==> src/rtl/instr_fetch_unit.sv <==
// Instruction fetch unit: two-state FETCH/ISSUE sequencer that owns the PC,
// the current instruction register and the retired-instruction counter.
module instr_fetch_unit #(
   parameter logic [31:0] RESET_PC = 32'h0000_0000
) (
   input  logic        clk,
   input  logic        rst,
   output logic        imem_req,
   output logic [31:0] imem_addr,
   input  logic [31:0] imem_rdata,
   input  logic        imem_ready,
   output logic [31:0] instr,
   output logic [6:0]  op,
   output logic [2:0]  funct3,
   output logic        funct7_5,
   output logic        instr_valid,
   output logic [31:0] pc,
   output logic [31:0] pc_plus4,
   input  logic        pc_src,
   input  logic [31:0] pc_target,
   input  logic        stall,
   output logic [31:0] instr_count
);

   typedef enum logic {
      FETCH = 1'b0,
      ISSUE = 1'b1
   } state_e;

   localparam logic [31:0] NOP = 32'h0000_0013;

   state_e      state_q;
   logic [31:0] pc_q;
   logic [31:0] pc_d;
   logic [31:0] instr_q;
   logic [31:0] cnt_q;

   assign pc_plus4 = pc_q + 32'd4;

   // Redirect targets are forced word-aligned.
   always_comb begin
      pc_d = pc_plus4;
      if (pc_src)
         pc_d = pc_target & ~32'd3;
   end

   always_ff @(posedge clk or posedge rst) begin
      if (rst) begin
         state_q <= FETCH;
         pc_q    <= RESET_PC;
         instr_q <= NOP;
         cnt_q   <= '0;
      end else begin
         unique case (state_q)
            FETCH: begin
               if (imem_ready) begin
                  instr_q <= imem_rdata;
                  state_q <= ISSUE;
               end
            end
            ISSUE: begin
               if (!stall) begin
                  pc_q    <= pc_d;
                  cnt_q   <= cnt_q + 32'd1;
                  state_q <= FETCH;
               end
            end
         endcase
      end
   end

   // Request is gated by rst so it stays low throughout reset.
   assign imem_req    = (state_q == FETCH) && !rst;
   assign instr_valid = (state_q == ISSUE);
   assign imem_addr   = pc_q;
   assign pc          = pc_q;
   assign instr       = instr_q;
   assign instr_count = cnt_q;
   assign op          = instr_q[6:0];
   assign funct3      = instr_q[14:12];
   assign funct7_5    = instr_q[30];

endmodule
==> config.mk <==
export PLATFORM = sky130hd
export DESIGN_NAME = instr_fetch_unit
export DESIGN_NICKNAME = d
export VERILOG_FILES = /design/src/rtl/instr_fetch_unit.sv
export SDC_FILE = /design/constraint.sdc
export NUM_CORES = 1
export LEC_CHECK = 0
export ABC_AREA = 1
export BUFFER_PORTS_ARGS = -buffer_cell sky130_fd_sc_hd__buf_2
export CAP_MARGIN = 20
export CORE_MARGIN = 5
export CORE_UTILIZATION = 30
export CTS_BUF_LIST = sky130_fd_sc_hd__clkbuf_8
export DETAILED_ROUTE_END_ITERATION = 16
export GPL_TIMING_DRIVEN = 0
export PLACE_DENSITY = 0.64
export SYNTH_ARGS = -nofsm -noshare
export SYNTH_HDL_FRONTEND = slang
export SYNTH_SLANG_ARGS = --single-unit
==> constraint.sdc <==
create_clock -name clk -period 3.75 [get_ports clk]
set_input_delay 0.375 -clock clk [delete_from_list [all_inputs] [get_ports clk]]
set_output_delay 0.375 -clock clk [all_outputs]
set_load 0.01 [all_outputs]
==> results.md <==
- Max-cap viol count: 0
- Ys flop type: dfrtp_1
- Fin crit share: 0.6455
- XOR/XNOR share of the synthesized area: 0.04794
- Crit end category: primary output
- Hold_buf cts: 0
- Worst VDD drop: 0.2122 mV
- Synth top area cells: dfrtp_1, nand2_1, mux2_2, buf_4, nor2_1
- DR vias/cell: 4.527
- Largest family of logic cells by synthesized area: simple AND/OR/NAND/NOR gates
- Die width: 147.1 microns
- H-tree depth: 3
- Commonest non-fill, non-tap cell in the layout: buf_2
- Final wirelength: 18140 microns
- PortBufs: 232
- Die area: 0.02163 sq mm
- Initial DRC Count: 239
- Simple-gate share of the synthesized area: 0.3091
- Initial antenna violation count: 1
- Largest net degree at the start of global routing: between 50 and 60
- Total negative slack: 0 ns
- Die Span Y: 147.1 microns
- Row count: 50
- DP HPWL: 14230 microns
- Register bit total from synthesis: between 90 and 100
- Reg-to-reg endpoint: imem_addr[28]
- Syn_area_per_cell: 7.941 sq um
- Root buffer cell: clkbuf_8
- Clk sinks: between 90 and 100
- EDFF count, synth: 0
- Min cycle time layout: between 2 and 2.5 ns
- Global-route wire length before repair: 28920 microns
- Seq pwr share: 0.375
- CTS tree: yes
- Distinct cells, synth: 35
- Residual overflow from global routing: 0
- WL per Instance: roughly 15 microns
- Status: complete, no violations
- Final design utilization: 0.3984
- Mapped Cells: 710
- Switching Share: 0.3866
- Fill count: 1963
- Post-CTS sizing: 0
- WS Path Type: reg -> out
- Cts bufs inserted: 9
- YS warnings: 0
- Longest Clk Path Bufs: 2
- RePlAce Congestion: about 0.86
- Rel. slew slack: 0.5542
- P_sw: 0.001548 W
- Req. time, crit path: 3.38 ns
- R2R Setup Slk: slightly below 2 ns
- Drt first pass iters: 4
- Diode count: 0
- Leak: just under 4 nW
- Setup crit start kind: flip-flop
- Cell Int Power: 0.002456 W
- HP Class: in -> async
- WP data arrival: 2.05 ns
- DRC viols: 0
- Vias in the first global route: 5399
- Seq/Total Area, Yosys: 0.4223
- Routed via count: 5423
- Fraction of registers with async set/reset: 1.000
- Pins Over Slew Limit: 0
- Yosys top cell by area: dfrtp_1
- Clk slew on worst S/H paths: 0.10 ns
- Final Setup Violations: 0
- Commonest non-fill, non-tap cells in the layout: buf_2, nand2_1, dfrtp_1, nor2_1, inv_1
- FMAX: 413.1 MHz
- Floorplan core area: 0.01858 sq mm
- Least-Margin Pin Slew: approximately 0.67 ns
- Complex-gate fraction of the synthesized area: 0.04194
- Post-synthesis cell area: 0.005638 sq mm
- Net count, final: 1030
- Area growth syn-to-layout: 31.29%
- Worst Skew: around 0.0056 ns
- DRT antenna net count: 0
- I/O pins: 242
- Starting Density: 0.3034
- Top-area cell type share of the netlist area: 0.4083
- Buffers inserted by post-CTS timing repair: 0
- Clk_lat worst skew: between 0.3 and 0.4 ns
- Clock power share: 0.220
- Comb power frac: 0.404
- Mux cell area share after synthesis: 0.06391
- FF-to-FF path depth: 10
- PD cells: 541.0 mW/mm^2
- Layout cell share with drive strength beyond 1: 0.3828
- Critical R2R Launch: imem_addr[3]
- Max FO, Critical Path: 5
- Final count of hold timing violations: 0
- Total GRT Usage: 0.1674
- RSZ-0062 raised after global routing: false
- Adder-cell share of the synthesized area: 0.004439
[cell usage after synthesis (4+ instances only)]
cell type,n
dfrtp_1,92
nand2_1,205
nand4_1,8
o21bai_1,4
xor2_1,20
a21oi_1,26
and2_1,8
nor2_4,11
buf_2,5
nor2_1,86
o21ai_0,6
mux2_2,32
nor2_2,10
inv_1,52
nand3_1,44
a22oi_1,4
buf_4,47
nand2_2,4
clkbuf_1,8
xnor2_1,9
nor3_1,6
[cell families after synthesis]
logic type | count (synthesis)
buf+inv | 116
compound gates | 43
xor+xnor | 30
fa+ha+maj | 2
other cells | 1
simple gates | 391
mux | 32
flops | 95
[sequential cells by signal (all words and copies together), names as in the netlist]
register	flops
instr	32
instr_valid	1
instr_count	32
imem_addr	30
[layout make-up]
| type | instances | area (sq um) | share of cell area |
|---|---|---|---|
| Multi-Input combinational cell | 504 | 2658 | 0.3590 |
| Sequential cell | 95 | 2381 | 0.3217 |
| Timing Repair Buffer | 233 | 1189 | 0.1606 |
| Buffer | 62 | 415.4 | 0.05612 |
| Tap cell | 234 | 292.8 | 0.03955 |
| Inverter | 54 | 205.2 | 0.02772 |
| Clock buffer | 11 | 151.4 | 0.02045 |
| Clock inverter | 5 | 110.1 | 0.01487 |
[worst max-delay path by stage]
stage | from | endpoint | slack (ns) | cells past startpoint
floorplan | rst | imem_addr[10] | 0.90 | 1
global placement | rst | imem_addr[25] | -0.55 | 2
detailed placement | imem_addr[2] | pc_plus4[18] | 1.72 | 8
CTS | imem_addr[2] | pc_plus4[18] | 1.28 | 8
global route | imem_addr[2] | pc_plus4[28] | 1.16 | 9
finish | imem_addr[3] | pc_plus4[18] | 1.33 | 8
[power by group through the flow]
stage | sequential [W] | clock [W] | combinational (W)
4_1_cts | 0.00150 | 0.000927 | 0.00165
6_report | 0.00150 | 0.000883 | 0.00162
5_1_grt | 0.00155 | 0.000961 | 0.00178
3_5_place_dp | 0.00152 | 0 | 0.00164
3_3_place_gp | 0.00151 | 0 | 0.00162
2_1_floorplan | 0.00155 | 0 | 0.000884
[metrics by stage]
stage               std cells  worst slack [ns]  total power, W  cell area, sq um  hold slack, ns
global placement         1181           -0.5536        0.003131              7111          0.4834
detailed placement       1182             1.717        0.003164              7141          0.4758
finish                   1198             1.329        0.004004              7402         0.06234
global route             1198             1.164        0.004292              7402         0.07545
floorplan                 715            0.9029        0.002439              5657          0.5171
CTS                      1198             1.278        0.004077              7402         0.04398
[routing by layer]
layer / up-vias / routed length, microns / global-route usage
met5: - / 12 / 0
met4: 2 / 220 / 0.04800
met3: 16 / 1570 / 0.05120
met2: 219 / 8562 / 0.2758
met1: 2492 / 7771 / 0.2130
li1: 2694 / - / -
[worst max-delay path, cell delays in order (launching register included)]
cell and delay (ns):
dfrtp_1 0.43, ha_1 0.23, nand2_1 0.08, nor2_2 0.16, nand2_2 0.14, nor2_2 0.24, nand2_1 0.09, and2_1 0.17
buf_2 0.14
No activity file was read; power rests on OpenSTA's default activity.
